File: src/rtl/rr_arbiter8_pkg.sv
// Shared constants, state encoding and the rotating priority search
// for the 8-way round-robin arbiter.
package rr_arbiter8_pkg;

   localparam int unsigned N_REQ = 8;
   localparam int unsigned IDX_W = 3;

   // Two-state FSM, kept as plain constants for legacy tools.
   typedef logic [0:0] state_t;
   localparam state_t IDLE  = 1'b0;
   localparam state_t GRANT = 1'b1;

   // Returns {found, index} of the first set request at ptr, ptr+1, ... modulo N_REQ.
   // The loop scans downward so the smallest offset from ptr is written last and wins.
   function automatic logic [IDX_W:0] rr_pick(input logic [N_REQ-1:0] req,
                                              input logic [IDX_W-1:0] ptr);
      logic             found;
      logic [IDX_W-1:0] idx;
      logic [IDX_W-1:0] cand;
      found = 1'b0;
      idx   = '0;
      for (int i = N_REQ - 1; i >= 0; i--) begin
         cand = ptr + IDX_W'(i);
         if (req[cand]) begin
            found = 1'b1;
            idx   = cand;
         end
      end
      return {found, idx};
   endfunction

endpackage

File: src/rtl/rr_arbiter8_decoder3to8.sv
// Existing 3-to-8 binary-to-one-hot decoder used to form the grant vector.
module decoder3to8 (
   input  logic [2:0] sel,
   output logic [7:0] onehot
);

   always_comb begin
      onehot = 8'b0000_0001 << sel;
   end

endmodule

File: src/rtl/rr_arbiter8.sv
// Eight-requester round-robin arbiter with a per-grant hold limit.
// One idle cycle always separates consecutive grants.
module rr_arbiter8
   import rr_arbiter8_pkg::*;
#(
   parameter int unsigned MAX_HOLD = 16
) (
   input  logic             clk,
   input  logic             rst,
   input  logic [N_REQ-1:0] req,
   input  logic             done,
   output logic [N_REQ-1:0] grant,
   output logic [IDX_W-1:0] grant_idx,
   output logic             grant_valid,
   output logic             timeout
);

   localparam logic [4:0] HOLD_LAST = 5'(MAX_HOLD - 1);

   state_t           state_q;
   logic [IDX_W-1:0] ptr_q;
   logic [IDX_W-1:0] idx_q;
   logic [4:0]       hold_cnt_q;
   logic             timeout_q;

   logic [IDX_W:0]   pick;
   logic             hold_hit;
   logic             req_drop;
   logic             release_now;
   logic [N_REQ-1:0] dec_onehot;

   always_comb begin
      pick        = rr_pick(req, ptr_q);
      hold_hit    = (hold_cnt_q == HOLD_LAST);
      req_drop    = ~req[idx_q];
      release_now = (state_q == GRANT) && (done || req_drop || hold_hit);
   end

   always_ff @(posedge clk) begin
      if (rst) begin
         state_q    <= IDLE;
         ptr_q      <= '0;
         idx_q      <= '0;
         hold_cnt_q <= '0;
         timeout_q  <= 1'b0;
      end else begin
         case (state_q)
            IDLE: begin
               timeout_q <= 1'b0;
               if (pick[IDX_W]) begin
                  idx_q      <= pick[IDX_W-1:0];
                  hold_cnt_q <= '0;
                  state_q    <= GRANT;
               end
            end
            GRANT: begin
               if (release_now) begin
                  state_q   <= IDLE;
                  ptr_q     <= idx_q + 3'd1;
                  // Pulse only when the hold limit alone forced the release.
                  timeout_q <= hold_hit && !done && !req_drop;
               end else begin
                  timeout_q <= 1'b0;
                  if (hold_cnt_q != 5'h1f) begin
                     hold_cnt_q <= hold_cnt_q + 5'd1;
                  end
               end
            end
            default: begin
               state_q   <= IDLE;
               timeout_q <= 1'b0;
            end
         endcase
      end
   end

   decoder3to8 u_decoder (
      .sel    (idx_q),
      .onehot (dec_onehot)
   );

   always_comb begin
      grant_valid = (state_q == GRANT);
      grant_idx   = idx_q;
      grant       = dec_onehot & {N_REQ{grant_valid}};
      timeout     = timeout_q;
   end

endmodule

File: config.mk
export PLATFORM = sky130hd
export DESIGN_NAME = rr_arbiter8
export DESIGN_NICKNAME = d
export VERILOG_FILES = /design/src/rtl/rr_arbiter8_pkg.sv /design/src/rtl/rr_arbiter8_decoder3to8.sv /design/src/rtl/rr_arbiter8.sv
export SDC_FILE = /design/constraint.sdc
export NUM_CORES = 1
export LEC_CHECK = 0
export CORE_MARGIN = 3
export CORE_UTILIZATION = 45
export CTS_BUF_LIST = sky130_fd_sc_hd__clkbuf_8
export CTS_CLUSTER_SIZE = 20
export DETAILED_ROUTE_END_ITERATION = 8
export GPL_ROUTABILITY_DRIVEN = 0
export PLACE_DENSITY_LB_ADDON = 0.2
export RECOVER_POWER = 50
export SLEW_MARGIN = 25
export SYNTH_ARGS = -nofsm -noshare
export SYNTH_HDL_FRONTEND = slang
export SYNTH_SLANG_ARGS = --single-unit
export TNS_END_PERCENT = 20
File: constraint.sdc
create_clock -name clk -period 3.9 [get_ports clk]
set_clock_uncertainty 0.1 [all_clocks]
set_input_delay 0.39 -clock clk [delete_from_list [all_inputs] [get_ports clk]]
set_output_delay 0.39 -clock clk [all_outputs]
set_load 0.1 [all_outputs]
======== Word-level counts from Yosys, hierarchy flattened ========
Index checks and enable logic that the tools add are counted.
word-level totals
  register bits after elaboration ......... 13
  input bits .............................. 11
  output and inout bits ................... 13
operators by class
  add/subtract/negate cells ............... 9
  $lt $le $gt $ge ......................... 9
  equal/unequal tests ..................... 5
  shifts and indexed selects .............. 1
  multiplexer cells ....................... 43
  bitwise gates (word level) .............. 3
  reductions and logical operators ........ 9
operators with widths
  kind                                                                      number
  3-bit by 4-bit < comparator with 1-bit output (second input constant)     9
  1-bit binary-select mux with 3-bit select                                 9
  3-bit 2-to-1 mux                                                          8
  1-bit 2-to-1 mux                                                          20
  5-bit 2-to-1 mux                                                          3
  3-bit adder (second input constant)                                       4
  5-bit one-hot mux with 2 select lines                                     1
  8-bit AND                                                                 1
  1-bit by 3-bit << shifter with 8-bit output (first input constant)        1
  3-bit by 1-bit adder with 3-bit output (second input constant)            2
  3-bit by 2-bit adder with 3-bit output (second input constant)            2
  5-bit by 1-bit adder with 5-bit output (second input constant)            1
  5-bit by 4-bit == test with 1-bit output (second input constant)          1
  5-bit inequality test (second input constant)                             1
  2-bit inequality test (second input constant)                             2
  1-bit one-hot mux with 2 select lines                                     2
  2-bit AND reduction                                                       2
  1-bit logical AND                                                         3
  3-bit AND reduction                                                       1
  1-bit logical OR                                                          2
  2-bit by 1-bit inequality test with 1-bit output (second input constant)  1
  1-bit inverter                                                            2
  1-bit zero test                                                           1

======== Logic depth before layout (Yosys ltp) ========
Gate-level depths: netlist of run 1.
  word-level depth ........................ 13
  gate-level depth with buffers ........... 11
  gate-level depth less buffers ........... 8

======== By module ========
Synthesis of run 1 repeated with hierarchy kept, for this count alone.
unflattened totals
  cell total of the unflattened synthesis .. 168
  area, all modules ....................... 1580.3 sq um
by module, submodules not included
  module       times used  cells each  area each (sq um)
  rr_arbiter8  1           160         1515.2
  decoder3to8  1           8           65.1

======== Least setup slack after synthesis of run 1 ========
Ideal clock, no wire load.
  kind .................................... register to register
  start point ............................. reg ptr_q[1]
  end point ............................... reg idx_q[1] (netlist: grant_idx[1])
  setup time .............................. 116 ps
  arrival ................................. 2610 ps
  required time ........................... 3684 ps
  setup slack ............................. 1074 ps
  cell stages (with the launch flop) ...... 11
  clock period less this slack ............ 2826 ps
  cells stage by stage .................... dfxtp_1 -> buf_2 -> buf_2 -> inv_1 -> ha_1 -> mux4_2 -> a22oi_2 -> or3b_1 -> a21oi_1 -> o221ai_1 -> a41o_1
on the way
  word-level cells in the longest chain between the ends .. 12
  elaborated cells on any way between the ends .. 40
ends and longest elaborated chain
  what                                       line                   source
  start, declared                            rr_arbiter8.sv:21      logic [IDX_W-1:0] ptr_q;
  start signal, assigned                     rr_arbiter8.sv:59      ptr_q <= idx_q + 3'd1;
  3-bit adder                                rr_arbiter8_pkg.sv:23  cand = ptr + IDX_W'(i);
  1-bit binary-select mux with 3-bit select  rr_arbiter8_pkg.sv:24  if (req[cand]) begin
  1-bit 2-to-1 mux (not written as such)     rr_arbiter8_pkg.sv:24
  1-bit 2-to-1 mux (8 in a row)              rr_arbiter8_pkg.sv:24
  2-bit AND reduction (no source line)       n/a
  end signal, assigned                       rr_arbiter8.sv:51      idx_q <= pick[IDX_W-1:0];
  end, declared                              rr_arbiter8.sv:22      logic [IDX_W-1:0] idx_q;
Several ways; a longest one is shown, not always the timed one. The select of a mux whose other input is x is not followed.
A chain may end at the register's enable or synchronous reset.

======== Worst setup path after layout of run 1 ========
  start point ............................. reg ptr_q[0]
  end point ............................... reg idx_q[1] (netlist: grant_idx[1])
Same word-level chain as after synthesis.

==> key figures, run 1 <==
Outcome
  • Outcome: complete, no violations

Yosys
  • Ys flop type: dfxtp_1
  • YS warnings: 0
  • Async set-reset flop share out of synthesis: 0%
  • Avg Inst Size Synth: 8.84 sq um
  • Unique masters post-synth: 47
  • Yosys reg bits: 13
  • Mapped Cells: 194
  • Synthesized area: 1720 sq um
  • Mapped Nets: 216
  • Post-synth EDFFs: 0
  • Sequential share of the synthesized area: about 15%

Floorplanning
  • Die area: ~4600 sq um
  • Die width: around 68 um
  • Row cnt: 21
  • Core area: roughly 3500 sq um
  • Starting Density: 49.1%
  • Io pins: 24
  • Die extent in y: ~68 um

Drt
  • Initial DRC Count: 66
  • Avg WL per Cell: 16.0 um
  • First-pass iteration count of the detailed router: 4
  • Drt total wl: 4080 um
  • DRC: 0
  • Vias: 1,611
  • Remaining antenna violation count: 0
  • Drt via density: 6.34

STA
  • Fin. Hold Viols: 0
  • Post-route clock period utilization: 75.0%
  • Slew headroom: a little over a third
  • Setup Viol. Count Final: 0
  • RSZ-0062 raised after global routing: no
  • Setup TNS: 0 ns
  • Final Critical Period: 2.93 ns
  • Measured slew at the worst slew-check pin: between 0.9 and 1 ns
  • Pins Over Slew Limit: 0
  • FMAX: 0.342 GHz
  • Worst hold slack: slightly below 0.4 ns

Clock tree
  • Post-CTS setup buffer count: 0
  • Clk buf depth: 2
  • TritonCTS buffer count: 3
  • Clk root buf: clkbuf_8
  • CTS-repair resized insts: 0
  • Clock Latency Late Sink: approximately 0.24 ns
  • Clk slew on worst S/H paths: ~0.05 ns
  • H-tree Lvls: 1
  • Hold Buf Count CTS: 0
  • Clock Sinks: 13
  • CTS tree: done

Final layout
  • Area grow syn2layout: 16.1%
  • Layout cell share with drive strength beyond 1: around 14%
  • # diodes: 0
  • Commonest non-fill, non-tap cells in the layout: clkdlybuf4s50_1, inv_1, nor2_1
  • Final #Nets: approximately 230
  • Fill cell count: 307
  • Post-layout util: 57.0%
  • Commonest non-fill, non-tap cell in the layout: clkdlybuf4s50_1

Min path
  • Min-delay worst type: reg -> reg

GRT
  • Congestion Overflow GR: 0
  • Initial antenna violation count: 0
  • Pin count of the biggest net entering global routing: 17
  • Vias in the first global route: between 1,000 and 1,500
  • GRT Util Overall: 19.5%
  • First-pass GRT wire length: ~7000 um

Worst setup path
  • Critical path required time: between 3 and 4 ns
  • Nature of the critical path startpoint: flop
  • Crit path DAT: between 2 and 3 ns
  • Max FO, Critical Path: 14
  • Worst setup path class: reg -> reg
  • Crit end category: flop

Power and ir drop
  • Pwr per Cell Area: 457 nW/um^2
  • P_leak: 0.000785 uW
  • Peak VDD IR: 0.205 mV

Job
  • Max Cap Viol: 0

Placed design
  • IO buf count: 23
  • Dpl hpwl: 3100 um
kinds of logic after synthesis:
logic type	Yosys count	synth area share (%)
compound gates	41	16.1
mux	30	31.7
buf+inv	30	7.44
flops	13	15.2
xor+xnor	4	2.04
simple gates	65	19.5
fa+ha+maj	11	8.02
area by class of cell:
cell class                      instances  area [sq um]  share of cell area [%]
Timing Repair Buffer                   25           245                    12.3
Clock buffer                            3          41.3                    2.07
Inverter                               15          56.3                    2.83
Clock inverter                          1          3.75                   0.188
Sequential cell                        13           260                    13.1
Tap cell                               46          57.6                    2.89
Multi-Input combinational cell        151          1330                    66.6
final timing paths:
path / start / to / slack, ns / depth (start not counted)
worst max-delay path: ptr_q[0] / grant_idx[1] / 0.97 / 8
worst min-delay path: hold_cnt_q[4] / hold_cnt_q[4] / 0.39 / 2
worst max register to register: ptr_q[0] / grant_idx[1] / 0.97 / 8
worst min register to register: hold_cnt_q[4] / hold_cnt_q[4] / 0.39 / 2
layer usage:
layer  global-route usage (%)  routed length (um)  part of all wire, %
met2                     31.3                1900                   47
met5                        0                   0                    0
met1                     26.7                1770                   43
met3                     3.33                 340                  8.3
met4                     5.57                  59                  1.4
flip-flops by register name (all words and copies together), names as in the netlist:
name         cells
ptr_q            3
grant_idx        3
grant_valid      1
hold_cnt_q       5
timeout          1
cell usage after synthesis, drive strengths merged (2+ instances only):
cell	instances	share of area, %
a2111oi	2	1.0
a21o	2	0.88
a21oi	13	3.8
a221oi	2	1.0
and2	6	2.3
and3	7	2.6
buf	5	2.0
clkbuf	10	2.2
dfxtp	13	15
ha	11	8.0
inv	15	3.3
mux2	2	1.3
mux2i	10	5.8
mux4	18	25
nand2	14	3.1
nand3	4	1.2
nor2	15	3.3
nor3	5	1.5
nor4	3	1.1
nor4b	2	1.0
o21ai	7	2.0
o21bai	3	1.3
o221ai	2	1.0
or2	5	1.8
xor2	3	1.5
where the power goes:
part | switching [uW] | internal, uW | leakage [uW]
registers | 30.7 | 149 | 0.000106
logic | 373 | 242 | 0.000652
clock network | 47.1 | 69.5 | 0.0000269
total | 451 | 460 | 0.000785
worst max-delay path, stage by stage (launching register included):
cell	delay [ns]
dfxtp_1	0.34
inv_2	0.09
ha_1	0.65
mux4_2	0.47
a22oi_2	0.25
or3b_1	0.37
a21oi_1	0.15
o221ai_1	0.14
a41o_1	0.26
per-stage QoR:
stage          area, sq um  total power, uW  setup WS [ns]  cells
3_5_place_dp          1950              795          0.992    250
5_1_grt               1990              973          0.623    254
4_1_cts               1990              913          0.976    254
2_1_floorplan         1720              674           1.07    194
6_report              1990              911          0.974    254
3_3_place_gp          1950              782           1.05    250
Power figures use the tool's default switching activity.
==> inputs of run 2 (changes only) <==
clock period = 2.6 ns   (was 3.9 ns; I/O delays follow)
==> run 2 against run 1 <==
Net effect:
- clock power rose by 57%
- first-iteration DRC count is 65% higher
- die area is the same
- register-to-register slack got worse by 0.90 ns
- design area grew 7.5%
- combinational power is 66% higher
- largest power group unchanged
- sequential cell count unchanged
- via count is 7.3% higher
- largest cell class unchanged
- total power is 63% higher
- core utilization is 4.3 points higher
==> key figures, run 2 (synthesis gave the netlist of run 1 again) <==
Clock tree
  • Clk slew on worst S/H paths: 0.06 ns (was 0.05 ns)
  • H-tree Lvls: 1 (unchanged)
  • Hold Buf Count CTS: 0 (unchanged)
  • TritonCTS buffer count: 3 (unchanged)
  • Clock Sinks: 13 (unchanged)
  • CTS tree: done (unchanged)
  • Clock Latency Late Sink: 0.25 ns (was 0.24 ns)
  • Clk root buf: clkbuf_8 (unchanged)
  • Clk buf depth: 2 (unchanged)

Worst setup path
  • Worst setup path class: reg -> reg (unchanged)
  • Max FO, Critical Path: 9 (was 14)
  • Critical path required time: 2.64 ns (was 3.93 ns)
  • Nature of the critical path startpoint: flop (unchanged)
  • Crit end category: flop (unchanged)
  • CP max stage delay: 0.40 ns (was 0.65 ns)
  • Cell breakdown of the critical path: inv_2 > ha_4 > buf_6 > mux4_1 > a21oi_1 > a221oi_1 > o21ai_1 > o31ai_1 > a221o_1 (was inv_2 > ha_1 > mux4_2 > a22oi_2 > or3b_1 > a21oi_1 > o221ai_1 > a41o_1)
  • Crit path DAT: 2.56 ns (was 2.96 ns)
  • CP max-delay cell: mux4_1 (was ha_1)

Placed design
  • Dpl ws: -0.0788 ns (was 0.992 ns)
  • Inst Count DP: 269 (was 250)
  • Dpl hpwl: 3670 um (was 3100 um)
  • Placement Cell Area: 2080 sq um (was 1950 sq um)
  • IO buf count: 23 (unchanged)

GRT
  • Initial antenna violation count: 0 (unchanged)
  • First-pass GRT wire length: 8050 um (was 6860 um)
  • Vias in the first global route: 1,685 (was 1,448)
  • Pin count of the biggest net entering global routing: 17 (unchanged)
  • GRT Util Overall: 22.9% (was 19.5%)
  • Congestion Overflow GR: 0 (unchanged)

Drt
  • Initial DRC Count: 109 (was 66)
  • DRC: 0 (unchanged)
  • Drt via density: 6.26 (was 6.34)
  • Avg WL per Cell: 17.6 um (was 16.0 um)
  • First-pass iteration count of the detailed router: 4 (unchanged)
  • Vias: 1,729 (was 1,611)
  • Remaining antenna violation count: 0 (unchanged)
  • Drt total wl: 4870 um (was 4080 um)

STA
  • Post-route clock period utilization: 97.0% (was 75.0%)
  • Slew headroom: 22.7% (was 34.7%)
  • RSZ-0062 raised after global routing: yes (was no)
  • Final worst slack: 0.0767 ns (was 0.974 ns)
  • Worst hold slack: 0.389 ns (was 0.387 ns)
  • Measured slew at the worst slew-check pin: 1.16 ns (was 0.976 ns)
  • Final Critical Period: 2.52 ns (was 2.93 ns)
  • Setup Viol. Count Final: 0 (unchanged)
  • FMAX: 0.396 GHz (was 0.342 GHz)
  • Pins Over Slew Limit: 0 (unchanged)
  • Setup TNS: 0 ns (unchanged)
  • Fin. Hold Viols: 0 (unchanged)

Floorplanning
  • Die extent in y: 67.7 um (unchanged)
  • Io pins: 24 (unchanged)
  • Die area: 4590 sq um (unchanged)
  • Core area: 3490 sq um (unchanged)
  • Row cnt: 21 (unchanged)
  • Starting Density: 49.1% (unchanged)
  • Die width: 67.7 um (unchanged)

Power and ir drop
  • Clock power share: 12.4% (was 12.8%)
  • Combinational power share: 69.1% (was 67.5%)
  • Sw frac: 49.1% (was 49.5%)
  • Switch Pwr: 728 uW (was 451 uW)
  • Pwr per Cell Area: 692 nW/um^2 (was 457 nW/um^2)
  • Peak VDD IR: 0.415 mV (was 0.205 mV)
  • P_leak: 0.000883 uW (was 0.000785 uW)
  • Pint: 754 uW (was 460 uW)
  • Reg power frac: 18.5% (was 19.7%)

Final layout
  • Commonest non-fill, non-tap cells in the layout: buf_4, inv_1, mux4_2, nor2_1, nand2_1 (was clkdlybuf4s50_1, inv_1, nor2_1)
  • Commonest non-fill, non-tap cell in the layout: buf_4 (was clkdlybuf4s50_1)
  • Max reg flops: 5 (unchanged)
  • Largest Register: hold_cnt_q (unchanged)
  • Final Non-Filler Cells: 276 (was 254)
  • Area grow syn2layout: 24.9% (was 16.1%)
  • # diodes: 0 (unchanged)
  • Layout cell share with drive strength beyond 1: 28.3% (was 13.9%)
  • Finished Cell Area: 2140 sq um (was 1990 sq um)
  • Final #Nets: 253 (was 231)
  • Fill cell count: 303 (was 307)

Outcome
  • Outcome: complete, no violations (unchanged)

Min path
  • Min-delay worst type: reg -> reg (unchanged)

Job
  • Max Cap Viol: 0 (unchanged)
==> run 2: cell count changes in the layout (fill, tap and decap cells not counted), moves of 2 or more <==
cell and change:
buf_4 +28, clkbuf_1 +5, clkdlybuf4s50_1 -8, dfxtp_1 -2, dfxtp_2 +2, dlygate4sd3_1 -5, ha_1 -2
==> run 2: repair_timing <==
| action | 4_1_cts | 5_1_grt |
|---|---|---|
| endpoints found under the hold margin | 0 | 0 |
| setup endpoints to repair | 0 | 3 |
| gates resized for setup | 0 | 5 |
| buffers inserted | 0 | 3 |
==> run 2: worst max-delay path, delay by kind of cell, from the launching register on <==
family,cells,cell delay (ns)
buffers and inverters,2,0.23
flip-flops,1,0.39
adder cells (fa/ha/maj),1,0.32
AO/OA/AOI/OAI,5,0.97
multiplexers,1,0.40
==> run 2: worst paths after layout <==
check / startpoint / to / slack, ns / cells past startpoint
worst max-delay path: ptr_q[0] / grant_idx[2] / 0.08 / 9
worst min-delay path: hold_cnt_q[4] / hold_cnt_q[4] / 0.39 / 2
worst max register to register: ptr_q[0] / grant_idx[2] / 0.08 / 9
worst min register to register: hold_cnt_q[4] / hold_cnt_q[4] / 0.39 / 2
==> run 2: metal layers <==
metal | up-vias | global-route usage, % | wire (um)
li1 | 802 | - | -
met1 | 823 | 29.2 | 1990
met2 | 92 | 40.5 | 2410
met3 | 12 | 3.66 | 402
met4 | 0 | 5.06 | 68
met5 | - | 0 | 0
==> run 2: per-stage QoR <==
stage | total power, uW | util, %
floorplan | 1030 | -
global placement | 1250 | 59.6
detailed placement | 1270 | 59.6
CTS | 1460 | 60.9
global route | 1580 | 61.3
finish | 1480 | 61.3
==> run 2: final cells by class <==
cell class	count	area, sq um	area share (%)
Multi-Input combinational cell	151	1350	62.8
Clock buffer	3	41.3	1.93
Inverter	15	56.3	2.63
Sequential cell	13	263	12.3
Clock inverter	1	3.75	0.175
Tap cell	46	57.6	2.69
Timing Repair Buffer	47	375	17.5
==> run 2: power by group through the flow <==
stage	sequential, uW	clock, uW	combinational [uW]
after detailed placement	277	0	994
after CTS	273	187	998
after global routing	280	197	1100
after floorplan	361	0	672
final	274	184	1020
after global placement	276	0	973
==> inputs of run 3 (changes only) <==
CTS_CLUSTER_DIAMETER = 100   (was default)
==> results of run 3 <==
The final DEF is identical to that of run 2; final timing and power are the same.
